<file path="config.mk">
export PLATFORM = sky130hd
export DESIGN_NAME = fp_mul_arbiter
export DESIGN_NICKNAME = d
export VERILOG_FILES = /design/src/rtl/fp_mul_arbiter_pkg.sv /design/src/rtl/fp_mul_arbiter_rr_picker.sv /design/src/rtl/fp_mul_arbiter.sv
export SDC_FILE = /design/constraint.sdc
export NUM_CORES = 1
export LEC_CHECK = 0
export ABC_AREA = 1
export BUFFER_PORTS_ARGS = -buffer_cell sky130_fd_sc_hd__buf_2
export CAP_MARGIN = 5
export CORE_AREA = 2 2 146 148
export DETAILED_ROUTE_END_ITERATION = 16
export DIE_AREA = 0 0 148 150
export PLACE_DENSITY = 0.71
export SLEW_MARGIN = 30
export SYNTH_ARGS = -nofsm -noshare
export SYNTH_HDL_FRONTEND = slang
export SYNTH_SLANG_ARGS = --single-unit
</file>
<file path="constraint.sdc">
create_clock -name clock -period 6.16 [get_ports clock]
set_clock_uncertainty 0.15 [all_clocks]
set_input_delay 1.232 -clock clock [delete_from_list [all_inputs] [get_ports clock]]
set_output_delay 1.232 -clock clock [all_outputs]
set_load 0.02 [all_outputs]
</file>
<file path="src/rtl/fp_mul_arbiter_pkg.sv">
// Shared types and constants for the round-robin arbiter in front of the serial FP multiplier.
package fp_mul_arbiter_pkg;

  typedef enum logic [2:0] {
    ST_IDLE  = 3'd0,
    ST_LOADA = 3'd1,
    ST_LOADB = 3'd2,
    ST_WAIT  = 3'd3,
    ST_RESP  = 3'd4
  } state_t;

  localparam int          STATE_W     = 3;
  localparam logic [31:0] QNAN        = 32'h7FC0_0000;
  localparam int          DEF_NREQ    = 4;
  localparam int          DEF_TIMEOUT = 64;

endpackage

</file>
<file path="src/rtl/fp_mul_arbiter_rr_picker.sv">
// Combinational round-robin search: first set request bit at or after ptr, wrapping to 0.
module rr_picker #(
  parameter int NREQ = 4,
  parameter int IDW  = 2
) (
  input  logic [NREQ-1:0] req,
  input  logic [IDW-1:0]  ptr,
  output logic            found,
  output logic [IDW-1:0]  idx
);

  always_comb begin : search
    int pos;
    found = 1'b0;
    idx   = '0;
    pos   = 0;
    for (int off = 0; off < NREQ; off++) begin
      pos = int'(ptr) + off;
      if (pos >= NREQ) pos = pos - NREQ;
      if (!found && req[pos]) begin
        found = 1'b1;
        idx   = IDW'(pos);
      end
    end
  end

endmodule

</file>
<file path="src/rtl/fp_mul_arbiter.sv">
// Shares one serial FP multiplier among NREQ requesters: round-robin grant, A/B operand
// serialisation, bounded wait for the product, and a held per-requester response.
module fp_mul_arbiter
  import fp_mul_arbiter_pkg::*;
#(
  parameter int  NREQ    = DEF_NREQ,
  parameter int  TIMEOUT = DEF_TIMEOUT,
  localparam int IDW     = (NREQ > 1) ? $clog2(NREQ) : 1
) (
  input  logic                 clock,
  input  logic                 reset,
  input  logic [NREQ-1:0]      req_valid,
  input  logic [NREQ*32-1:0]   req_a,
  input  logic [NREQ*32-1:0]   req_b,
  output logic [NREQ-1:0]      req_ready,
  output logic [NREQ-1:0]      rsp_valid,
  input  logic [NREQ-1:0]      rsp_ready,
  output logic [31:0]          rsp_product,
  output logic                 rsp_error,
  output logic                 mul_start,
  output logic [31:0]          mul_operand,
  input  logic                 mul_done,
  input  logic [31:0]          mul_product,
  output logic                 busy,
  output logic [IDW-1:0]       grant_id,
  output logic [STATE_W-1:0]   fsm_state
);

  localparam int CW = $clog2(TIMEOUT + 1);

  state_t          state;
  logic [IDW-1:0]  rr_ptr;
  logic [CW-1:0]   wait_cnt;
  logic [31:0]     b_lat;
  logic            pick_found;
  logic [IDW-1:0]  pick_idx;
  logic [NREQ-1:0] pick_oh;
  logic [NREQ-1:0] grant_oh;

  rr_picker #(
    .NREQ (NREQ),
    .IDW  (IDW)
  ) u_picker (
    .req   (req_valid),
    .ptr   (rr_ptr),
    .found (pick_found),
    .idx   (pick_idx)
  );

  assign pick_oh   = NREQ'(1) << pick_idx;
  assign grant_oh  = NREQ'(1) << grant_id;
  assign fsm_state = state;

  // Request handshake: a transfer happens on the rising edge where req_valid[i] and
  // req_ready[i] are both high; req_ready is offered only in IDLE, only to the picked
  // requester. Response handshake: rsp_valid[g] holds until rsp_ready[g] is seen high.
  assign req_ready = (state == ST_IDLE && !reset && pick_found) ? pick_oh : '0;

  always_ff @(posedge clock or posedge reset) begin
    if (reset) begin
      state       <= ST_IDLE;
      rr_ptr      <= '0;
      grant_id    <= '0;
      wait_cnt    <= '0;
      b_lat       <= '0;
      mul_start   <= 1'b0;
      mul_operand <= '0;
      rsp_valid   <= '0;
      rsp_product <= '0;
      rsp_error   <= 1'b0;
      busy        <= 1'b0;
    end else begin
      mul_start <= 1'b0;
      case (state)
        ST_IDLE: begin
          if (pick_found) begin
            grant_id    <= pick_idx;
            b_lat       <= req_b[32*int'(pick_idx) +: 32];
            mul_operand <= req_a[32*int'(pick_idx) +: 32];
            mul_start   <= 1'b1;
            busy        <= 1'b1;
            state       <= ST_LOADA;
          end
        end
        ST_LOADA: begin
          mul_operand <= b_lat;
          state       <= ST_LOADB;
        end
        ST_LOADB: begin
          mul_operand <= '0;
          wait_cnt    <= '0;
          state       <= ST_WAIT;
        end
        ST_WAIT: begin
          // A product arriving on the last allowed cycle still beats the timeout.
          if (mul_done) begin
            rsp_product <= mul_product;
            rsp_error   <= 1'b0;
            rsp_valid   <= grant_oh;
            state       <= ST_RESP;
          end else if (wait_cnt == CW'(TIMEOUT - 1)) begin
            rsp_product <= QNAN;
            rsp_error   <= 1'b1;
            rsp_valid   <= grant_oh;
            wait_cnt    <= wait_cnt + 1'b1;
            state       <= ST_RESP;
          end else begin
            wait_cnt <= wait_cnt + 1'b1;
          end
        end
        ST_RESP: begin
          if (rsp_ready[grant_id]) begin
            rsp_valid   <= '0;
            rsp_product <= '0;
            rsp_error   <= 1'b0;
            busy        <= 1'b0;
            rr_ptr      <= (grant_id == IDW'(NREQ - 1)) ? '0 : grant_id + 1'b1;
            state       <= ST_IDLE;
          end
        end
        default: state <= ST_IDLE;
      endcase
    end
  end

endmodule

</file>
==> results of run 1 <==
## power by group through the flow
stage / logic (mW) / clock network (mW) / registers (mW)
global route: 5.21 / 1.06 / 1.43
floorplan: 3.17 / 0 / 1.65
finish: 4.58 / 1.00 / 1.39
detailed placement: 4.61 / 0 / 1.40
global placement: 4.55 / 0 / 1.39
CTS: 4.62 / 1.02 / 1.39
## worst max path at each step
| stage | from | endpoint | slack (ps) | depth (start not counted) |
|---|---|---|---|---|
| after floorplan | reset | req_ready[0] | 140 | 3 |
| after global placement | req_valid[3] | req_ready[1] | 1790 | 12 |
| after detailed placement | req_valid[1] | req_ready[1] | 1720 | 12 |
| after CTS | req_valid[1] | req_ready[1] | 1720 | 12 |
| after global routing | req_valid[3] | req_ready[0] | 1560 | 12 |
| final | req_valid[1] | req_ready[0] | 1720 | 12 |
## through the flow
stage               hold slack [ps]  total power, mW  instance area [um^2]   util  setup WS [ps]
floorplan                       278             4.81                  7490      -            141
global placement                292             5.94                  9460  0.457           1790
detailed placement              304             6.00                  9460  0.457           1720
CTS                             318             7.03                 10100  0.486           1720
global route                    343             7.71                 10100  0.486           1560
finish                          324             6.97                 10100  0.487           1720
## registers in the layout, indices dropped and copies added (netlist names)
| register | count |
|---|---|
| b_lat | 32 |
| busy | 1 |
| fsm_state | 3 |
| grant_id | 2 |
| mul_operand | 32 |
| mul_start | 1 |
| rr_ptr | 2 |
| rsp_error | 1 |
| rsp_product | 32 |
| rsp_valid | 4 |
| wait_cnt | 7 |
## critical path: stages
cell and delay (ps):
buf_2 100, inv_1 70, nand2_1 60, nand3_1 140, nand2_2 100, nor2_4 150
nand3_1 90, nand3_1 110, nand2_2 140, inv_2 560, nor3_1 100, buf_2 190
## synthesized netlist by cell type
master	number	area, um^2
a211oi_1	1	7.51
a21boi_1	1	7.51
a21oi_1	105	526
a31oi_1	1	6.26
a32o_1	1	10.0
and3_1	1	6.26
buf_1	5	18.8
buf_2	39	195
buf_4	12	90.1
buf_6	3	33.8
clkbuf_1	17	63.8
clkinv_1	1	3.75
dfrtp_1	117	2930
ha_1	5	62.6
inv_1	28	105
inv_2	4	15.0
nand2_1	619	2320
nand2_2	5	31.3
nand3_1	111	556
nand3_2	1	10.0
nand4_1	3	18.8
nor2_1	77	289
nor2_2	1	6.26
nor2_4	2	22.5
nor3_1	6	30.0
o21ai_0	21	105
o21ai_1	1	5.00
o31ai_1	2	15.0
## routing by layer
metal	GRT usage	vias up	wire, um
met2	0.428	301	14000
met1	0.298	4048	11000
li1	-	4432	-
met3	0.0674	48	2030
met4	0.0890	0	760
met5	0	-	0
## cells by family (layout without fill, tap and decap cells)
group	Yosys count	count (layout)
AND/OR/NAND/NOR	826	826
AO/OA/AOI/OAI	133	133
flip-flops	117	117
buffers and inverters	109	456
adder cells (fa/ha/maj)	5	5
other	0	6
## final cells by class
type | count | area share
clock buffer | 17 | 0.0422
tap | 275 | 0.0342
clock inverter | 15 | 0.0171
timing repair buffer | 391 | 0.198
sequential | 117 | 0.291
multi-input combinational | 964 | 0.404
antenna | 6 | 0.00149
inverter | 33 | 0.0125
==> metrics.txt, run 1 <==
status finished, final reports clean; CTS Buf Count 17; Comb power frac 0.657; DIE WIDTH 148 um; Via density 4.86; Yosys cell types 28; internal power 3.14 mW; R2R cell count 15; layout cells sized above 1 0.288; RSZ-0062 raised after global routing no; initial drt markers 384; final hold violation count 0; root cell of the clock tree clkbuf_16; gpl congestion 0.884; vias in the first global route 8235; largest fanout on the critical path 34; commonest cells after routing, fill and taps aside nand2_1 (617), buf_2 (378), dfrtp_1 (117), nand3_1 (111), a21oi_1 (105); Gate Count Post-Synth 1190; Worst Path Required 4780 ps; Std-Cell Rows 53; switching share of power 0.550; final-layout fill cell count 2201; Die Span Y 150 um; DIE AREA 0.0222 mm^2; TritonCTS clock tree yes; HPWL after detailed placement 20300 um; commonest non-fill, non-tap cell in the layout nand2_1; Ports 379; final slew viol count 0; Rel. slew slack 0.386; WL final 27800 um; R2R Path Start rr_ptr[0]$_DFFE_PP0P_; Clock power frac 0.144; NetSw 3.83 mW; GRT overflow 0; fmax 225 MHz; sequential element share of the synthesized area 0.391; Static Leak 5.76 nW; largest net degree at the start of global routing 82; # Max-Cap Violations 0; Layout area overhead 34.5%; R2R setup slack 2780 ps; IO buf count 378; Peak VDD IR 545 uV; compound-gate portion of the synthesized area 0.0910; final setup fails 0; Hold Crit Depth 1; DRC 0; initial antenna violation count 6; Slew @ Worst Pin 919 ps; Synth Area in Simple Gates 0.440; r2r endpoint b_lat[29]$_DFFE_PP0P_; Hold Path End wait_cnt[6]$_DFFE_PP0P_; critical path class in2out; hold path startpoint wait_cnt[6]$_DFFE_PP0P_; placed insts 1780; area of the multi-input gates 0.00407 mm^2; nets 1828; mux contribution to synthesized area 0; CTS H-tree lvls 4; Avg Inst Size Synth 6.29 um^2; CORE AREA 0.0207 mm^2; global-route wire length before repair 43100 um; Routed Antenna Nets 0; Skew-Pair Late Insertion Delay 420 ps; crit path launch type primary input; overall routing resource usage 0.248; CTS max path bufs 2; Tmin final 4440 ps; Storage cell area 0.00293 mm^2; Hold WC Path Type reg2reg; Arr. time, crit path 3060 ps; Setup TNS Final 0 ps; largest family of logic cells by synthesized area simple AND/OR/NAND/NOR gates; non-filler cells, final 1818; wire per inst 15.3 um; pwr/cell area 692 mW/mm^2; CP Capture Type output port; xor/xnor share of the synthesized area 0; hold buffer count at CTS 0; Synth Cell Area 0.00749 mm^2; fin crit share 0.721; total setup buffers inserted after CTS 0; Post-CTS Resized 0; Reg clk slew, reported paths 60 ps; Synth warnings 0; Mapped Nets 1494; Clock Sinks 117; adder-cell share of the synthesized area 0.00835; routed vias 8829; TritonRoute pass-1 iters 6; Sequential Power Share 0.199; Initial Util 0.362; synthesized flop and latch total 117
Power figures use the tool's default switching activity.
==> inputs of run 2 (changes only) <==
==> constraint.sdc (replaced) <==
create_clock -name clock -period 4.2 [get_ports clock]
set_clock_uncertainty 0.15 [all_clocks]
set_input_delay 0.84 -clock clock [delete_from_list [all_inputs] [get_ports clock]]
set_output_delay 0.84 -clock clock [all_outputs]
set_load 0.02 [all_outputs]
==> metrics.txt, run 2 (synthesized netlist as in run 1, its figures left out) <==
status finished, final reports clean; design area 0.0101 mm^2 (+0.53%); WL final 28500 um (+2.7%); Peak VDD IR 1100 uV (+100%); R2R cell count 15 (unchanged); Hold WC Path Type reg2reg; Final Hold Slack 316 ps (-7.99 ps); pre-CTS setup slack 627 ps (-1090 ps); layout cells sized above 1 0.289 (+0.00139); DIE AREA 0.0222 mm^2 (unchanged); routed vias 9041 (+2.4%); Std-Cell Rows 53 (unchanged); critical path cell sequence inv_2, nand2_1, nand2_2, nand2_1, nand2_1, nor2_4, nand4_1, nand2_2, inv_2, nor3_1, buf_2; Hold Crit Depth 1 (unchanged); commonest cells after routing, fill and taps aside nand2_1 (617), buf_2 (378), dfrtp_1 (117), nand3_1 (111), a21oi_1 (105); Post-CTS Resized 0 (unchanged); pwr/cell area 1020 mW/mm^2 (+48%); Arr. time, crit path 2620 ps (-440 ps); Layout area overhead 35.2%; CP Capture Type output port; Tmin final 3610 ps; total setup buffers inserted after CTS 0 (unchanged); fin crit share 0.859; largest net degree at the start of global routing 87 (+6.1%); Critical Path Slowest Stage Cell dfrtp_1; setup ws final 593 ps (-1130 ps); Slew @ Worst Pin 917 ps (-2.28 ps); wire per inst 15.7 um (+2.5%); final setup fails 0 (unchanged); RSZ-0062 raised after global routing no; worst path bufs/invs 3 (-1); Initial Util 0.362 (unchanged); DIE WIDTH 148 um (unchanged); IO buf count 378 (unchanged); global-route wire length before repair 43700 um (+1.3%); critical path's top delay family simple AND/OR/NAND/NOR gates; critical path class reg2out; Reg clk slew, reported paths 60 ps (about the same); CTS Buf Count 17 (unchanged); TritonRoute pass-1 iters 5 (-1); Routed Antenna Nets 0 (unchanged); R2R setup slack 850 ps (-1930 ps); Worst Path Required 3210 ps (-1570 ps); Ports 379 (unchanged); CORE AREA 0.0207 mm^2 (unchanged); vias in the first global route 8452 (+2.6%); HPWL after detailed placement 21300 um (+4.9%); fmax 277 MHz; commonest non-fill, non-tap cell in the layout nand2_1; Critical Path Stages 11 (-1); Rel. slew slack 0.387 (+0.00153); overall routing resource usage 0.252 (+0.00312); final hold violation count 0 (unchanged); Skew-Pair Late Insertion Delay 420 ps (about the same); TritonCTS clock tree yes; root cell of the clock tree clkbuf_16; DRC 0 (unchanged); nets 1831 (+0.16%); crit path launch type flop; final-layout fill cell count 2179 (-1.0%); initial antenna violation count 3 (-3); GRT overflow 0 (unchanged); post-detailed-placement cell area 0.00950 mm^2 (+0.41%); Setup TNS Final 0 ps (unchanged); Via density 4.96 (+2.2%); gpl congestion 0.894 (+1.2%); largest fanout on the critical path 17 (-50%); initial drt markers 445 (+16%); CP most frequent cell nand2_1; Top Registers b_lat (32), mul_operand (32), rsp_product (32); Static Leak 5.79 nW (+0.46%); Clock Sinks 117 (unchanged); crit-path max cell delay 590 ps (+30 ps); CTS max path bufs 2 (unchanged); # Max-Cap Violations 0 (unchanged); hold buffer count at CTS 0 (unchanged); CTS H-tree lvls 4 (unchanged); Die Span Y 150 um (unchanged); final slew viol count 0 (unchanged)
-- run 2: worst paths after layout --
check / from / to
max: rr_ptr[0]$_DFFE_PP0P_ / req_ready[1]
min: wait_cnt[6]$_DFFE_PP0P_ / wait_cnt[6]$_DFFE_PP0P_
max reg2reg: rr_ptr[0]$_DFFE_PP0P_ / b_lat[4]$_DFFE_PP0P_
min reg2reg: wait_cnt[6]$_DFFE_PP0P_ / wait_cnt[6]$_DFFE_PP0P_
max in group asynchronous: reset / b_lat[28]$_DFFE_PP0P_
min in group asynchronous: reset / rsp_product[17]$_DFFE_PP0P_
-- run 2: layout make-up --
class,instances,area (um^2),area share
Multi-Input combinational cell,964,4080,0.402
Sequential cell,117,2930,0.289
Timing Repair Buffer,394,2030,0.200
Clock buffer,17,425,0.0420
Tap cell,275,344,0.0340
Clock inverter,15,181,0.0179
Inverter,33,128,0.0126
Antenna cell,7,17.5,0.00173
-- run 2: metal layers --
layer  up-vias  GRT usage  wire, um
met1      4164      0.309     11700
met5         -          0        17
li1       4450          -         -
met2       361      0.434     14000
met3        64     0.0500      1850
met4         2      0.100       963
-- run 2: power by group --
group / switching, mW / internal (mW)
Clock: 0.605 / 0.903
Combinational: 4.75 / 2.06
Sequential: 0.352 / 1.70
Total: 5.71 / 4.66
-- run 2: per-stage QoR --
step / total power [mW] / instances / utilization
2_1_floorplan: 7.06 / 1190 / -
3_3_place_gp: 8.77 / 1783 / 0.459
3_5_place_dp: 8.88 / 1783 / 0.459
4_1_cts: 10.4 / 1815 / 0.488
5_1_grt: 11.4 / 1817 / 0.489
6_report: 10.4 / 1822 / 0.489
==> inputs of run 3 (changes only) <==
--- a/config.mk
+++ b/config.mk
@@ -8,10 +8,12 @@
 export ABC_AREA = 1
 export BUFFER_PORTS_ARGS = -buffer_cell sky130_fd_sc_hd__buf_2
 export CAP_MARGIN = 5
-export CORE_AREA = 2 2 146 148
+export CELL_PAD_IN_SITES_DETAIL_PLACEMENT = 0
+export CELL_PAD_IN_SITES_GLOBAL_PLACEMENT = 2
+export CORE_MARGIN = 2
+export CORE_UTILIZATION = 23
 export DETAILED_ROUTE_END_ITERATION = 16
-export DIE_AREA = 0 0 148 150
-export PLACE_DENSITY = 0.71
+export PLACE_DENSITY = 0.87
 export SLEW_MARGIN = 30
 export SYNTH_ARGS = -nofsm -noshare
 export SYNTH_HDL_FRONTEND = slang
==> metrics.txt, run 3 (synthesized netlist as in run 1, its figures left out) <==
status finished, final reports clean; root cell of the clock tree clkbuf_16; R2R cell count 14 (-1); Rel. slew slack 0.408 (+0.0205); Routed Antenna Nets 0 (unchanged); Initial Util 0.232 (-0.130); wire per inst 16.1 um (+2.9%); Post-CTS Resized 0 (unchanged); Slew @ Worst Pin 886 ps (-30.7 ps); TritonRoute pass-1 iters 4 (-1); final slew viol count 0 (unchanged); # Max-Cap Violations 0 (unchanged); initial antenna violation count 9 (+6); DIE WIDTH 184 um (+25%); CTS H-tree lvls 4 (unchanged); HPWL after detailed placement 24000 um (+13%); final setup fails 0 (unchanged); r2r endpoint b_lat[28]$_DFFE_PP0P_; Peak VDD IR 433 uV (-60%); initial drt markers 421 (-5.4%); met2 WL 16300 um (+17%); internal power 4.60 mW (-1.3%); R2R Path Start rr_ptr[0]$_DFFE_PP0P_; Layout area overhead 37.5%; global-route wire length before repair 46900 um (+7.3%); Setup TNS Final 0 ps (unchanged); hold buffer count at CTS 0 (unchanged); WL met3 2350 um (+27%); vias in the first global route 8315 (-1.6%); DRC 0 (unchanged); nets 1832 (+0.055%); pre-CTS setup slack 659 ps (+32.4 ps); overall routing resource usage 0.183 (-0.0688); R2R setup slack 950 ps (+100 ps); post-detailed-placement cell area 0.00971 mm^2 (+2.2%); commonest non-fill, non-tap cell in the layout nand2_1; setup ws final 483 ps (-110 ps); Power Total 10.4 mW (+0.74%); critical path class reg2out; CP Capture Type output port; Final Hold Slack 180 ps (-136 ps); Sequential Power Share 0.194 (-0.004); pwr/cell area 1010 mW/mm^2 (-0.96%); Via density 4.41 (-11%); Die Span Y 184 um (+23%); switching share of power 0.559 (+0.00906); total setup buffers inserted after CTS 0 (unchanged); Hold WC Path Type in2async; layout cells sized above 1 0.289 (about the same); design area 0.0103 mm^2 (+1.7%); Clock power frac 0.135 (-0.010); IO buf count 378 (unchanged); Arr. time, crit path 2730 ps (+110 ps); Top Layer Used met5; CORE AREA 0.0323 mm^2 (+56%); Worst Path Required 3210 ps (about the same); Clock Sinks 117 (unchanged); CTS max path bufs 2 (unchanged); DIE AREA 0.0340 mm^2 (+53%); gpl congestion 0.817 (-8.6%); largest net degree at the start of global routing 79 (-9.2%); NetSw 5.84 mW (+2.4%); fmax 269 MHz (-3.0%); TritonCTS clock tree yes; commonest cells after routing, fill and taps aside nand2_1 (617), buf_2 (378), dfrtp_1 (117), nand3_1 (111), a21oi_1 (105); final hold violation count 0 (unchanged); Static Leak 5.78 nW (-0.15%); Ports 379 (unchanged); Tmin final 3720 ps (+110 ps); Skew-Pair Late Insertion Delay 410 ps (about the same); RSZ-0062 raised after global routing no; largest fanout on the critical path 24 (+7); fin crit share 0.885 (+0.0262); crit path launch type flop; CTS Buf Count 17 (unchanged); Metal-1 WL 12500 um (+7.1%); WL final 32000 um (+12%); Top Registers b_lat (32), mul_operand (32), rsp_product (32); Reg clk slew, reported paths 60 ps (about the same); Std-Cell Rows 66 (+25%); Comb power frac 0.671 (+0.014); GRT overflow 0 (unchanged); routed vias 8756 (-3.2%); final-layout fill cell count 3690 (+69%)
-- run 3: power groups by stage --
stage / Clock (mW) / Combinational [mW] / Sequential, mW
4_1_cts: 1.45 / 7.21 / 2.03
3_3_place_gp: 0 / 7.14 / 2.03
5_1_grt: 1.49 / 7.97 / 2.09
3_5_place_dp: 0 / 7.20 / 2.04
2_1_floorplan: 0 / 4.65 / 2.42
6_report: 1.41 / 7.01 / 2.03
-- run 3: per-stage QoR --
stage	instances	utilization
finish	1986	0.319
global route	1984	0.319
CTS	1982	0.318
detailed placement	1950	0.301
global placement	1950	0.301
floorplan	1190	-
-- run 3: how the worst max path moves through the flow --
stage,start,end,slack (ps),cells past startpoint
global placement,req_valid[3],b_lat[24]$_DFFE_PP0P_,720,14
detailed placement,req_valid[1],req_ready[0],660,11
CTS,rr_ptr[0]$_DFFE_PP0P_,req_ready[0],440,11
finish,rr_ptr[0]$_DFFE_PP0P_,req_ready[0],480,11
floorplan,reset,req_ready[0],120,3
global route,rr_ptr[0]$_DFFE_PP0P_,req_ready[0],230,11
-- run 3: area by class of cell --
type / count / area, um^2 / area share
clock inverter: 14 / 128 / 0.0124
tap: 442 / 553 / 0.0537
multi-input combinational: 964 / 4070 / 0.395
antenna: 3 / 7.51 / 0.000729
timing repair buffer: 395 / 2040 / 0.198
clock buffer: 18 / 439 / 0.0426
sequential: 117 / 2930 / 0.284
inverter: 33 / 128 / 0.0124
-- run 3: routing by layer --
metal	global-route usage	up-vias
li1	-	4448
met4	0.0547	8
met5	0	-
met1	0.201	3960
met2	0.337	299
met3	0.0537	41
-- run 3: critical path, stage by stage, from the launching register on --
cell     delay (ps)
dfrtp_1         600
inv_2           150
nand2_1         100
nand2_2         100
nand2_1          70
nand2_1          70
a21oi_1         180
nand2_2         100
nand2_4         310
inv_2           190
nor3_1          220
buf_2           190
